===== src/rtl/cache_sim_pkg.sv =====
// Shared constants and types for the sectored cache simulator.
// Line geometry is common to the cache model and the refill responder.
package cache_sim_pkg;

  localparam int unsigned ADDR_W      = 31;
  localparam int unsigned WORD_BITS   = 32;
  localparam int unsigned LINE_BYTES  = 32;
  localparam int unsigned BEATS       = LINE_BYTES / 4;
  localparam int unsigned OFFSET_BITS = $clog2(LINE_BYTES);
  localparam int unsigned BEAT_W      = OFFSET_BITS - 2;

  typedef logic [ADDR_W-1:0] addr_t;
  typedef logic [BEAT_W-1:0] beat_t;

  typedef enum logic [1:0] {
    IDLE,
    WAIT,
    BURST
  } state_t;

  // One response beat as presented on the refill bus.
  typedef struct packed {
    logic                 valid;
    logic                 last;
    addr_t                addr;
    logic [WORD_BITS-1:0] data;
  } rsp_beat_t;

  function automatic addr_t line_base(addr_t a);
    return a & ~ADDR_W'(LINE_BYTES - 1);
  endfunction

  function automatic beat_t word_index(addr_t a);
    return a[OFFSET_BITS-1:2];
  endfunction

  function automatic addr_t beat_addr(addr_t base, beat_t sel);
    return base | (ADDR_W'(sel) << 2);
  endfunction

endpackage


===== src/rtl/sector_refill_responder_if.sv =====
// Request/response bus between the cache model (master) and the refill responder (slave).
interface sector_refill_responder_if;
  import cache_sim_pkg::*;

  logic                 req_valid_41;
  logic                 req_ready_41;
  addr_t                req_addr_41;
  logic                 rsp_valid_41;
  logic                 rsp_ready_41;
  addr_t                rsp_addr_41;
  logic [WORD_BITS-1:0] rsp_data_41;
  logic                 rsp_last_41;

  modport master (
    output req_valid_41, req_addr_41, rsp_ready_41,
    input  req_ready_41, rsp_valid_41, rsp_addr_41, rsp_data_41, rsp_last_41
  );

  modport slave (
    input  req_valid_41, req_addr_41, rsp_ready_41,
    output req_ready_41, rsp_valid_41, rsp_addr_41, rsp_data_41, rsp_last_41
  );

endinterface


===== src/rtl/refill_req_fifo.sv =====
// Synchronous request FIFO with first-word-fall-through head and async active-high reset.
// Pushes while full and pops while empty are ignored.
module refill_req_fifo #(
  parameter int unsigned DEPTH = 2,
  parameter int unsigned W     = 31
) (
  input  logic                       clk_i,
  input  logic                       rst_i,
  input  logic                       push_i,
  input  logic [W-1:0]               din_i,
  input  logic                       pop_i,
  output logic [W-1:0]               dout_c_o,
  output logic                       full_o,
  output logic                       empty_o,
  output logic [$clog2(DEPTH):0]     count_o
);

  localparam int unsigned PTR_W = $clog2(DEPTH);
  localparam int unsigned CNT_W = PTR_W + 1;

  logic [W-1:0]     mem_q [DEPTH];
  logic [PTR_W-1:0] wr_q, rd_q;
  logic [CNT_W-1:0] count_q, count_d;
  logic             full_q, empty_q;
  logic             do_push, do_pop;

  assign do_push  = push_i & ~full_q;
  assign do_pop   = pop_i & ~empty_q;
  assign count_d  = count_q + CNT_W'(do_push) - CNT_W'(do_pop);
  assign dout_c_o = mem_q[rd_q];
  assign full_o   = full_q;
  assign empty_o  = empty_q;
  assign count_o  = count_q;

  always_ff @(posedge clk_i) begin
    if (do_push) mem_q[wr_q] <= din_i;
  end

  // Pointers and flags; flags are registered from the next count.
  always_ff @(posedge clk_i or posedge rst_i) begin
    if (rst_i) begin
      wr_q    <= '0;
      rd_q    <= '0;
      count_q <= '0;
      full_q  <= 1'b0;
      empty_q <= 1'b1;
    end else begin
      if (do_push) wr_q <= wr_q + PTR_W'(1);
      if (do_pop)  rd_q <= rd_q + PTR_W'(1);
      count_q <= count_d;
      full_q  <= (count_d == CNT_W'(DEPTH));
      empty_q <= (count_d == '0);
    end
  end

endmodule


===== src/rtl/sector_refill_responder.sv =====
// Memory-side refill responder: queues line misses and returns each line as a burst of
// pattern-generated words. CRITICAL_WORD_FIRST_EN starts each burst at the requested word.
module sector_refill_responder
  import cache_sim_pkg::*;
#(
  parameter int unsigned          LATENCY    = 4,
  parameter logic [WORD_BITS-1:0] SEED       = 32'hC0DE_0000,
  parameter int unsigned          FIFO_DEPTH = 2
) (
  input  logic                      clk_41,
  input  logic                      rst_41,
  sector_refill_responder_if.slave  bus,
  output logic                      busy_41,
  output logic [ADDR_W-1:0]         refills_41
);

  localparam int unsigned CNT_W = $clog2(FIFO_DEPTH) + 1;

  state_t           state_q, state_d;
  logic [7:0]       cnt_q, cnt_d;
  beat_t            idx_q, idx_d;
  addr_t            base_q, base_d;
  rsp_beat_t        rsp_q, rsp_d;
  addr_t            refills_q, refills_d;
  logic             busy_q, busy_d;

  logic             fifo_push, fifo_pop, fifo_full, fifo_empty;
  addr_t            fifo_dout;
  logic [CNT_W-1:0] fifo_count, fifo_count_d;
  beat_t            sel_idle, sel_wait, sel_next;

  assign fifo_push = bus.req_valid_41 & ~fifo_full;

  refill_req_fifo #(
    .DEPTH (FIFO_DEPTH),
    .W     (ADDR_W)
  ) u_fifo (
    .clk_i    (clk_41),
    .rst_i    (rst_41),
    .push_i   (fifo_push),
    .din_i    (bus.req_addr_41),
    .pop_i    (fifo_pop),
    .dout_c_o (fifo_dout),
    .full_o   (fifo_full),
    .empty_o  (fifo_empty),
    .count_o  (fifo_count)
  );

`ifdef CRITICAL_WORD_FIRST_EN
  beat_t widx_q, widx_d;
  assign sel_idle = word_index(fifo_dout);
  assign sel_wait = widx_q;
  assign sel_next = widx_q + idx_q + beat_t'(1);

  always_ff @(posedge clk_41 or posedge rst_41) begin
    if (rst_41) widx_q <= '0;
    else        widx_q <= widx_d;
  end
`else
  assign sel_idle = '0;
  assign sel_wait = '0;
  assign sel_next = idx_q + beat_t'(1);
`endif

  function automatic rsp_beat_t make_beat(addr_t base, beat_t sel, logic last);
    rsp_beat_t b;
    b.valid = 1'b1;
    b.last  = last;
    b.addr  = beat_addr(base, sel);
    b.data  = {1'b0, b.addr} ^ SEED;
    return b;
  endfunction

  // Next-state, beat sequencing and registered-output computation.
  always_comb begin
    state_d   = state_q;
    cnt_d     = cnt_q;
    idx_d     = idx_q;
    base_d    = base_q;
    rsp_d     = rsp_q;
    refills_d = refills_q;
    fifo_pop  = 1'b0;
`ifdef CRITICAL_WORD_FIRST_EN
    widx_d    = widx_q;
`endif
    case (state_q)
      IDLE: begin
        if (!fifo_empty) begin
          fifo_pop = 1'b1;
          base_d   = line_base(fifo_dout);
          idx_d    = '0;
`ifdef CRITICAL_WORD_FIRST_EN
          widx_d   = sel_idle;
`endif
          if (LATENCY == 0) begin
            state_d = BURST;
            rsp_d   = make_beat(base_d, sel_idle, 1'b0);
          end else begin
            state_d = WAIT;
            cnt_d   = 8'(LATENCY);
          end
        end
      end
      WAIT: begin
        cnt_d = cnt_q - 8'd1;
        if (cnt_q == 8'd1) begin
          state_d = BURST;
          rsp_d   = make_beat(base_q, sel_wait, 1'b0);
        end
      end
      BURST: begin
        if (rsp_q.valid && bus.rsp_ready_41) begin
          if (rsp_q.last) begin
            rsp_d.valid = 1'b0;
            rsp_d.last  = 1'b0;
            refills_d   = refills_q + ADDR_W'(1);
            state_d     = IDLE;
          end else begin
            idx_d = idx_q + beat_t'(1);
            rsp_d = make_beat(base_q, sel_next, idx_q == beat_t'(BEATS - 2));
          end
        end
      end
      default: state_d = IDLE;
    endcase
    fifo_count_d = fifo_count + CNT_W'(fifo_push) - CNT_W'(fifo_pop & ~fifo_empty);
    busy_d       = (state_d != IDLE) || (fifo_count_d != '0);
  end

  always_ff @(posedge clk_41 or posedge rst_41) begin
    if (rst_41) begin
      state_q   <= IDLE;
      cnt_q     <= '0;
      idx_q     <= '0;
      base_q    <= '0;
      rsp_q     <= '0;
      refills_q <= '0;
      busy_q    <= 1'b0;
    end else begin
      state_q   <= state_d;
      cnt_q     <= cnt_d;
      idx_q     <= idx_d;
      base_q    <= base_d;
      rsp_q     <= rsp_d;
      refills_q <= refills_d;
      busy_q    <= busy_d;
    end
  end

  assign bus.req_ready_41 = ~fifo_full;
  assign bus.rsp_valid_41 = rsp_q.valid;
  assign bus.rsp_last_41  = rsp_q.last;
  assign bus.rsp_addr_41  = rsp_q.addr;
  assign bus.rsp_data_41  = rsp_q.data;
  assign busy_41          = busy_q;
  assign refills_41       = refills_q;

endmodule


===== src/flat_wrapper.sv =====
// flat-port wrapper written by rule: the top's interface ports become plain ports
module sector_refill_responder_flat import cache_sim_pkg::*;
#(
  parameter int unsigned          LATENCY    = 4,
  parameter logic [WORD_BITS-1:0] SEED       = 32'hC0DE_0000,
  parameter int unsigned          FIFO_DEPTH = 2
)
  (clk_41, rst_41, busy_41, refills_41, bus_req_valid_41, bus_req_addr_41, bus_rsp_ready_41, bus_req_ready_41, bus_rsp_valid_41, bus_rsp_addr_41, bus_rsp_data_41, bus_rsp_last_41);
  sector_refill_responder_if bus_i ();
  input  logic clk_41;
  input  logic rst_41;
  output logic busy_41;
  output logic [ADDR_W-1:0] refills_41;
  input wire logic [$bits(bus_i.req_valid_41)-1:0] bus_req_valid_41;
  input wire logic [$bits(bus_i.req_addr_41)-1:0] bus_req_addr_41;
  input wire logic [$bits(bus_i.rsp_ready_41)-1:0] bus_rsp_ready_41;
  output wire logic [$bits(bus_i.req_ready_41)-1:0] bus_req_ready_41;
  output wire logic [$bits(bus_i.rsp_valid_41)-1:0] bus_rsp_valid_41;
  output wire logic [$bits(bus_i.rsp_addr_41)-1:0] bus_rsp_addr_41;
  output wire logic [$bits(bus_i.rsp_data_41)-1:0] bus_rsp_data_41;
  output wire logic [$bits(bus_i.rsp_last_41)-1:0] bus_rsp_last_41;
  assign bus_i.req_valid_41 = bus_req_valid_41;
  assign bus_i.req_addr_41 = bus_req_addr_41;
  assign bus_i.rsp_ready_41 = bus_rsp_ready_41;
  assign bus_req_ready_41 = bus_i.req_ready_41;
  assign bus_rsp_valid_41 = bus_i.rsp_valid_41;
  assign bus_rsp_addr_41 = bus_i.rsp_addr_41;
  assign bus_rsp_data_41 = bus_i.rsp_data_41;
  assign bus_rsp_last_41 = bus_i.rsp_last_41;
  sector_refill_responder #(.LATENCY(LATENCY), .SEED(SEED), .FIFO_DEPTH(FIFO_DEPTH)) u_core (.clk_41(clk_41), .rst_41(rst_41), .bus(bus_i), .busy_41(busy_41), .refills_41(refills_41));
endmodule

===== config.mk =====
export PLATFORM = sky130hd
export DESIGN_NAME = sector_refill_responder_flat
export DESIGN_NICKNAME = d
export VERILOG_FILES = /design/src/rtl/cache_sim_pkg.sv /design/src/rtl/sector_refill_responder_if.sv /design/src/rtl/refill_req_fifo.sv /design/src/rtl/sector_refill_responder.sv /design/src/flat_wrapper.sv
export SDC_FILE = /design/constraint.sdc
export NUM_CORES = 1
export LEC_CHECK = 0
export CAP_MARGIN = 30
export CORE_MARGIN = 2
export CORE_UTILIZATION = 50
export CTS_CLUSTER_SIZE = 10
export DETAILED_ROUTE_END_ITERATION = 8
export GPL_TIMING_DRIVEN = 0
export MAX_ROUTING_LAYER = met4
export PLACE_DENSITY = 0.76
export REMOVE_ABC_BUFFERS = 1
export SETUP_SLACK_MARGIN = 0.1
export SYNTH_ARGS = -nofsm -noshare
export SYNTH_HDL_FRONTEND = slang
export SYNTH_HIERARCHICAL = 1
export SYNTH_SLANG_ARGS = --single-unit

===== constraint.sdc =====
create_clock -name clk_41 -period 4.2 [get_ports clk_41]
set_clock_uncertainty 0.15 [all_clocks]
set_input_delay 0.42 -clock clk_41 [delete_from_list [all_inputs] [get_ports clk_41]]
set_output_delay 0.42 -clock clk_41 [all_outputs]
set_load 0.005 [all_outputs]

==> qor.csv, run 1 <==
metric,value,unit
post_synth.cell_area_avg,11.9,um^2
run_status,completed,
cts_repair_resized_insts,0,
globalRouteTotalUtil,0.205,
static-leakage-power,4.04,nW
max-vdd-ir-drop,0.386,mV
initialDrtViolationCount,232,
r2r_setup_slack,840,ps
routed_wire_length,14100,um
worst_hold_class,primary input to asynchronous set/reset pin,
tritoncts_clock_tree,built,
dp_hpwl,9710,um
netlist_instances,597,
postCtsHoldBufs,0,
unrepaired_setup_endpoints_after_global_routing,no,
maxSlewViolCount,0,
worst_setup_path_start_kind,flip-flop,
clock_tree.root_cell,clkbuf_16,
drcViolationCount,0,
antenna_found_initial,0,
dieArea,15200,um^2
synth_warnings,6,
fmax,298,MHz
post_cts.repair.setup_buffers,0,
die-height,123,um
mostFrequentLayoutCell,nand2_1,
top_level_ports,133,
cp-end-kind,flip-flop,
clk_latency,430,ps
cts.sinks,168,
htree_num_levels,4,
vias,4558,
drt-vias-per-instance,5.09,
chipWidth,123,um
setup-violations-final,0,
final-hold-violation-count,0,
post_synth_instance_area,7130,um^2
final_core_util,0.654,
clockBufferDepth,2,
detail-route-antenna-nets,0,
tightest_slew,909,ps
numCtsBuffers,17,
row_count,43,
slew_headroom,0.390,
cp_data_required_time,4420,ps
mostFrequentLayoutCells,"190 x nand2_1, 123 x clkdlybuf4s50_1, 114 x dfrtp_1",
placed_cells_incl_taps,864,
first_pass_grt_wire_length,22800,um
gr-total-overflow,0,
syn_to_final_growth,27.4,%
firstDrtPassIters,4,
worst_hold_margin,146,ps
path_clk_slew,60,ps
setup_total_negative_slack,0,ps
crit_fanout,27,
timing.max_cap.violations,0,
placement.io_buffers,123,
initial_core_util,0.514,
first_global_vias,4715,
timing.final.crit_share,0.800,
number_of_antenna_repair_diodes,0,
num-fill-cells,1033,
critPathKind,flip-flop to flip-flop,
final-instance-count-excl-fill,896,
fin_crit,3360,ps
share_of_cells_above_drive_strength_1,0.112,
totalPowerFinal,5.87,mW
timing.critical_path.arrival,3580,ps
post_drt_wl_per_cell,15.7,um
power.density,647,nW/um^2
placeable_core_region,13900,um^2
gp_congestion,0.828,
maximum_number_of_pins_on_one_net_before_global_route_repair,62,
num-nets-final,746,
## final timing paths
check | end | cells after the start | start
max in group asynchronous | u_core/base_q[6] | 3 | rst_41
setup reg to reg | u_core/u_fifo/empty_o | 9 | u_core/state_q[1]
setup / recovery | u_core/u_fifo/empty_o | 9 | u_core/state_q[1]
hold reg to reg | u_core/bus.rsp_data_41[31] | 1 | u_core/bus.rsp_data_41[31]
hold / removal | u_core/u_fifo/wr_q | 2 | rst_41
min in group clk_41 | u_core/bus.rsp_data_41[31] | 1 | u_core/bus.rsp_data_41[31]
## through the flow
step | setup WS [ps] | cell area, um^2
floorplan | 728 | 6800
global placement | -925 | 8250
detailed placement | 831 | 8410
CTS | 828 | 9080
global route | 557 | 9080
finish | 842 | 9080
## where the power goes
part / internal, mW / leakage, nW / switching [mW]
Clock: 1.13 / 0.326 / 0.621
Sequential: 2.16 / 1.96 / 0.363
Combinational: 0.941 / 1.76 / 0.657
Total: 4.23 / 4.04 / 1.64
## metal layers
metal,share of wire,vias to the layer above,track usage,routed length (um)
met4,0.016,0,0.0767,231
met1,0.42,2256,0.230,5950
met3,0.049,24,0.0503,687
li1,-,2162,-,-
met2,0.51,116,0.356,7210
met5,0,-,-,0
## layout make-up
cell class	count	area (um^2)	area share
Sequential cell	168	4470	0.492
Multi-Input combinational cell	374	2290	0.252
Timing Repair Buffer	129	1380	0.152
Clock buffer	19	443	0.0488
Tap cell	180	225	0.0248
Clock inverter	13	224	0.0247
Inverter	13	51.3	0.00565
## worst max-delay path, cell delays in order, from the launching register on
cell	delay (ps)
dfrtp_1	550
nor2_1	110
nand2_1	360
clkinv_1	840
nand2b_4	400
xnor2_1	100
ha_1	220
xnor2_2	230
o21a_4	190
o21ba_1	130
## registers in the layout, summed over array words and instances (netlist names), 2 cells and up
name and cells:
u_core/base_q 26, u_core/bus.rsp_addr_41 29, u_core/bus.rsp_data_41 8, u_core/cnt_q 8, u_core/idx_q 3, u_core/refills_41 31, u_core/state_q 2, u_core/u_fifo/count_o 2
u_core/u_fifo/mem_q 52
(Power assumes the default switching activity.)
==> run 2: changes to the inputs <==
Clock period 4.2 ns to 3.5 ns, I/O delays scaled along.
==> qor.csv, run 2 (synthesis results as in run 1) <==
metric,value,unit,change
dieArea,15200,um^2,unchanged
top_level_ports,133,,unchanged
register_with_the_most_flip_flops,u_core/u_fifo/mem_q,,
fmax,330,MHz,+11%
slew_headroom,0.406,,+0.0154
final-hold-violation-count,0,,unchanged
clock_tree.root_cell,clkbuf_16,,
cp_data_required_time,3720,ps,-700 ps
totalPowerFinal,7.04,mW,+20%
largest_register_ff_count,52,,unchanged
dp_hpwl,9710,um,unchanged
timing.max_cap.violations,0,,unchanged
layout.area.seq,4470,um^2,unchanged
drcViolationCount,0,,unchanged
share_clk_of_total_power,0.298,,about the same
chipWidth,123,um,unchanged
detail-route-antenna-nets,0,,unchanged
gr-total-overflow,0,,unchanged
crit_fanout,27,,unchanged
gp_congestion,0.828,,unchanged
post_cts.repair.setup_buffers,0,,unchanged
dp_worst_setup_slack,131,ps,-700 ps
number_of_antenna_repair_diodes,0,,unchanged
numCtsBuffers,17,,unchanged
power.density,775,nW/um^2,+20%
setup-violations-final,0,,unchanged
clockBufferDepth,2,,unchanged
firstDrtPassIters,4,,unchanged
maxSlewViolCount,0,,unchanged
run_status,completed,,
timing.critical_path.arrival,3250,ps,-330 ps
p_seq_frac,0.430,,about the same
crit-reg2reg-launch,u_core/state_q[1],,
mostFrequentLayoutCell,nand2_1,,
grt_util_met2,0.356,,unchanged
worst_setup_path_start_kind,flip-flop,,
die-height,123,um,unchanged
cts.sinks,168,,unchanged
r2r_setup_slack,470,ps,-380 ps
drt-vias-per-instance,5.07,,-0.24%
initialDrtViolationCount,239,,+3.0%
timing.final.crit_share,0.867,,+0.0673
worst_r2r_endpoint,u_core/u_fifo/empty_o,,
globalRouteTotalUtil,0.205,,unchanged
tritoncts_clock_tree,built,,
setup.worst_path.end,u_core/u_fifo/empty_o,,
tightest_slew,891,ps,-17.5 ps
grt_use_met3,0.0503,,unchanged
critPathKind,flip-flop to flip-flop,,
cp-end-kind,flip-flop,,
placeable_core_region,13900,um^2,unchanged
vias,4547,,-0.24%
cell_internal_pwr,5.07,mW,+20%
htree_num_levels,4,,unchanged
syn_to_final_growth,27.4,%,about the same
reg2reg_depth,9,,unchanged
placed_cells_incl_taps,864,,unchanged
clk_latency,430,ps,about the same
multi_input_area,2290,um^2,unchanged
unrepaired_setup_endpoints_after_global_routing,no,,
grt_use_met1,0.230,,unchanged
total_switching_power,1.96,mW,+20%
sw_frac_of_total,0.279,,-0.000418
mostFrequentLayoutCells,"190 x nand2_1, 123 x clkdlybuf4s50_1, 114 x dfrtp_1",,
antenna_found_initial,0,,unchanged
routed_wire_length,14100,um,about the same
num-nets-final,746,,unchanged
top_usage_layer,met2,,
static-leakage-power,4.04,nW,about the same
path_clk_slew,60,ps,about the same
placement.io_buffers,123,,unchanged
timing.final.ws_setup,466,ps,-376 ps
combinationalPowerShare,0.272,,about the same
row_count,43,,unchanged
setup_total_negative_slack,0,ps,unchanged
first_global_vias,4715,,unchanged
initial_core_util,0.514,,unchanged
worst_hold_margin,76.6,ps,-69.0 ps
post_drt_wl_per_cell,15.7,um,about the same
final-instance-count-excl-fill,896,,unchanged
share_of_cells_above_drive_strength_1,0.113,,+0.00140
worst_hold_class,primary input to asynchronous set/reset pin,,
maximum_number_of_pins_on_one_net_before_global_route_repair,62,,unchanged
first_pass_grt_wire_length,22800,um,unchanged
fin_crit,3030,ps,-324 ps
worst_setup_path_startpoint,u_core/state_q[1],,
num-fill-cells,1033,,unchanged
max-vdd-ir-drop,0.463,mV,+20%
[run 2: routing by layer]
layer / up-vias / wire length, um / share of wire
li1: 2159 / - / -
met1: 2240 / 5850 / 0.42
met2: 123 / 7270 / 0.52
met3: 25 / 717 / 0.051
met4: 0 / 231 / 0.016
met5: - / 0 / 0
[run 2: timing repair]
item	4_1_cts	5_1_grt
resized for setup	0	1
setup endpoints to repair	0	3
hold buffers	0	0
[run 2: layout make-up]
class,instances,share of cell area
well taps,180,0.0248
flip-flops and latches,168,0.492
inverters,13,0.00606
multi-input cells,374,0.252
clock buffers,19,0.0488
clock inverters,13,0.0247
repair buffers,129,0.152
[run 2: how the worst min path moves through the flow]
stage / start / endpoint / cells past startpoint
3_5_place_dp: u_core/base_q[8] / u_core/bus.rsp_addr_41[8] / 2
4_1_cts: rst_41 / u_core/u_fifo/wr_q / 2
5_1_grt: rst_41 / u_core/u_fifo/rd_q / 2
3_3_place_gp: u_core/bus.rsp_data_41[31] / u_core/bus.rsp_data_41[31] / 1
6_report: rst_41 / u_core/u_fifo/wr_q / 2
2_1_floorplan: rst_41 / u_core/u_fifo/count_o[0] / 1
[run 2: through the flow]
| step | instance area (um^2) | util |
|---|---|---|
| 2_1_floorplan | 6800 | - |
| 3_3_place_gp | 8250 | 0.595 |
| 3_5_place_dp | 8410 | 0.606 |
| 4_1_cts | 9080 | 0.654 |
| 5_1_grt | 9080 | 0.654 |
| 6_report | 9080 | 0.654 |
[run 2: power by group through the flow]
stage               clock (mW)  sequential (mW)  combinational, mW
finish                    2.10             3.03               1.92
global route              2.22             3.10               2.12
CTS                       2.14             3.03               1.95
detailed placement           0             3.06               1.93
global placement             0             3.02               1.80
floorplan                    0             2.98               1.01
[run 2: critical path, stage by stage, from the launching register on]
cell and delay (ps):
dfrtp_1 550, nor2_1 110, nand2_1 380, clkinvlp_4 620
nand2b_4 300, xnor2_1 90, ha_1 220, xnor2_2 230
o21a_4 190, o21ba_1 130
==> run 3: changes to the inputs <==
Settings changed: ABC_AREA from default to 1.
==> qor.csv, run 3 <==
metric,value,unit,change
run_status,completed,,
placement.io_buffers,123,,unchanged
antenna_found_initial,0,,unchanged
timing.final.ws_setup,585,ps,+118 ps
cell_internal_pwr,3.42,mW,-33%
maximum_number_of_pins_on_one_net_before_global_route_repair,69,,+11%
globalRouteTotalUtil,0.204,,-0.00126
timing.critical_path.buf_inv,3,,+2
routed_wire_length,14700,um,+4.1%
chipWidth,126,um,+1.8%
p_seq_frac,0.513,,+0.083
placeable_core_region,14500,um^2,+4.3%
drcViolationCount,0,,unchanged
worst_hold_class,primary input to asynchronous set/reset pin,,
dp_worst_setup_slack,476,ps,+345 ps
max-vdd-ir-drop,0.344,mV,-26%
slew_headroom,0.368,,-0.0380
register_with_the_most_flip_flops,u_core/u_fifo/mem_q,,
post_cts.repair.setup_buffers,0,,unchanged
initialDrtViolationCount,310,,+30%
path_clk_slew,60,ps,about the same
cts_repair_resized_insts,0,,unchanged
cp_data_required_time,3660,ps,-60 ps
worstPathCellList,inv_1 -> ha_1 -> inv_1 -> nor2_1 -> nand3_2 -> nand2_2 -> nand2_1 -> buf_16 -> nand2_1 -> nand2_1,,
post_synth.cell_area_avg,9.12,um^2,-24%
post_drt_wl_per_cell,13.2,um,-16%
cp_peak_stage_delay,620,ps,about the same
largest_register_ff_count,52,,unchanged
timing.max_cap.violations,0,,unchanged
cp_top_family,simple AND/OR/NAND/NOR gates,,
first_pass_grt_wire_length,24900,um,+8.8%
gr-total-overflow,0,,unchanged
gp_congestion,0.895,,+8.1%
unrepaired_setup_endpoints_after_global_routing,no,,
final-hold-violation-count,0,,unchanged
mostFrequentLayoutCells,"342 x nand2_1, 123 x clkdlybuf4s50_1, 115 x dfrtp_1",,
place_area,8720,um^2,+3.6%
htree_num_levels,4,,unchanged
firstDrtPassIters,4,,unchanged
clockBufferDepth,2,,unchanged
die-height,126,um,+1.8%
drt-vias-per-instance,4.85,,-4.4%
share_of_cells_above_drive_strength_1,0.0540,,-0.0591
setup-violations-final,0,,unchanged
postLayoutCellArea,9270,um^2,+2.1%
num-nets-final,957,,+28%
clk_latency,420,ps,about the same
tritoncts_clock_tree,built,,
power.density,474,nW/um^2,-39%
fmax,343,MHz,+4.1%
first_global_vias,5205,,+10%
cp_common_cell,nand2_1,,
cts.sinks,168,,unchanged
post_synth_instance_area,7390,um^2,+3.7%
dieArea,15800,um^2,+3.6%
vias,5383,,+18%
initial_core_util,0.511,,-0.00298
worst_setup_path_start_kind,flip-flop,,
clock_tree.root_cell,clkbuf_16,,
combinationalPowerShare,0.083,,-0.189
row_count,44,,+2.3%
sw_frac_of_total,0.222,,-0.0568
total_switching_power,976,uW,-50%
syn_to_final_growth,25.4,%,
number_of_antenna_repair_diodes,0,,unchanged
tightest_slew,948,ps,+57.0 ps
synth_warnings,6,,unchanged
critPathKind,flip-flop to flip-flop,,
crit_fanout,36,,+33%
maxSlewViolCount,0,,unchanged
worst_r2r_endpoint,u_core/bus.rsp_data_41[23],,
crit_slowest_cell,nand2_1,,
netlist_instances,811,,+36%
fin_crit,2920,ps,-118 ps
timing.final.crit_share,0.833,,-0.0338
postCtsHoldBufs,0,,unchanged
static-leakage-power,4.35,nW,+7.7%
share_clk_of_total_power,0.403,,+0.105
reg2reg_depth,10,,+1
detail-route-antenna-nets,0,,unchanged
r2r_setup_slack,580,ps,+120 ps
mostFrequentLayoutCell,nand2_1,,
dp_hpwl,10300,um,+5.7%
top_level_ports,133,,unchanged
crit-reg2reg-launch,u_core/cnt_q[1],,
timing.critical_path.arrival,3070,ps,-180 ps
numCtsBuffers,17,,unchanged
cp-end-kind,flip-flop,,
run 3: worst register-to-register path, delay by kind of cell, from the launching register on:
kind	cells	cell delay, ps
simple gates	6	1640
flops	1	370
buf+inv	3	490
fa+ha+maj	1	150
run 3: per-stage QoR:
stage	cells	power (mW)	utilization	setup TNS, ps	hold slack [ps]
CTS	1110	4.43	0.641	0	74.5
global route	1110	4.59	0.641	0	80.6
global placement	1073	2.60	0.591	-177670	303
detailed placement	1079	2.66	0.602	0	309
floorplan	766	2.50	-	0	-9.77
finish	1110	4.39	0.641	0	83.3
run 3: power by group through the flow:
| stage | sequential [mW] | clock [mW] | combinational (mW) |
|---|---|---|---|
| floorplan | 2.28 | 0 | 0.211 |
| global placement | 2.29 | 0 | 0.301 |
| detailed placement | 2.29 | 0 | 0.370 |
| CTS | 2.25 | 1.80 | 0.373 |
| global route | 2.27 | 1.90 | 0.417 |
| finish | 2.25 | 1.77 | 0.366 |
run 3: worst max-delay path by stage:
| stage | from | to | slack [ps] | cells after the start |
|---|---|---|---|---|
| CTS | u_core/cnt_q[1] | u_core/bus.rsp_data_41[23] | 540 | 10 |
| global route | u_core/cnt_q[1] | u_core/bus.rsp_addr_41[26] | 320 | 10 |
| finish | u_core/cnt_q[1] | u_core/bus.rsp_data_41[23] | 580 | 10 |
| floorplan | rst_41 | u_core/base_q[10] | 100 | 1 |
| detailed placement | bus_rsp_ready_41 | u_core/bus.rsp_data_41[23] | 480 | 9 |
| global placement | rst_41 | u_core/refills_41[20] | -1550 | 2 |
run 3: cell type report:
type | count | area, um^2
Clock buffer | 22 | 454
Clock inverter | 9 | 101
Fill cell | 1208 | 5200
Inverter | 64 | 243
Multi-Input combinational cell | 534 | 2400
Sequential cell | 168 | 4470
Tap cell | 184 | 230
Timing Repair Buffer | 129 | 1380
run 3: metal layers:
| metal | vias up | wire length [um] | GRT usage |
|---|---|---|---|
| li1 | 2724 | - | - |
| met1 | 2493 | 6190 | 0.241 |
| met2 | 142 | 7380 | 0.340 |
| met3 | 24 | 819 | 0.0552 |
| met4 | 0 | 255 | 0.0699 |
| met5 | - | 0 | - |
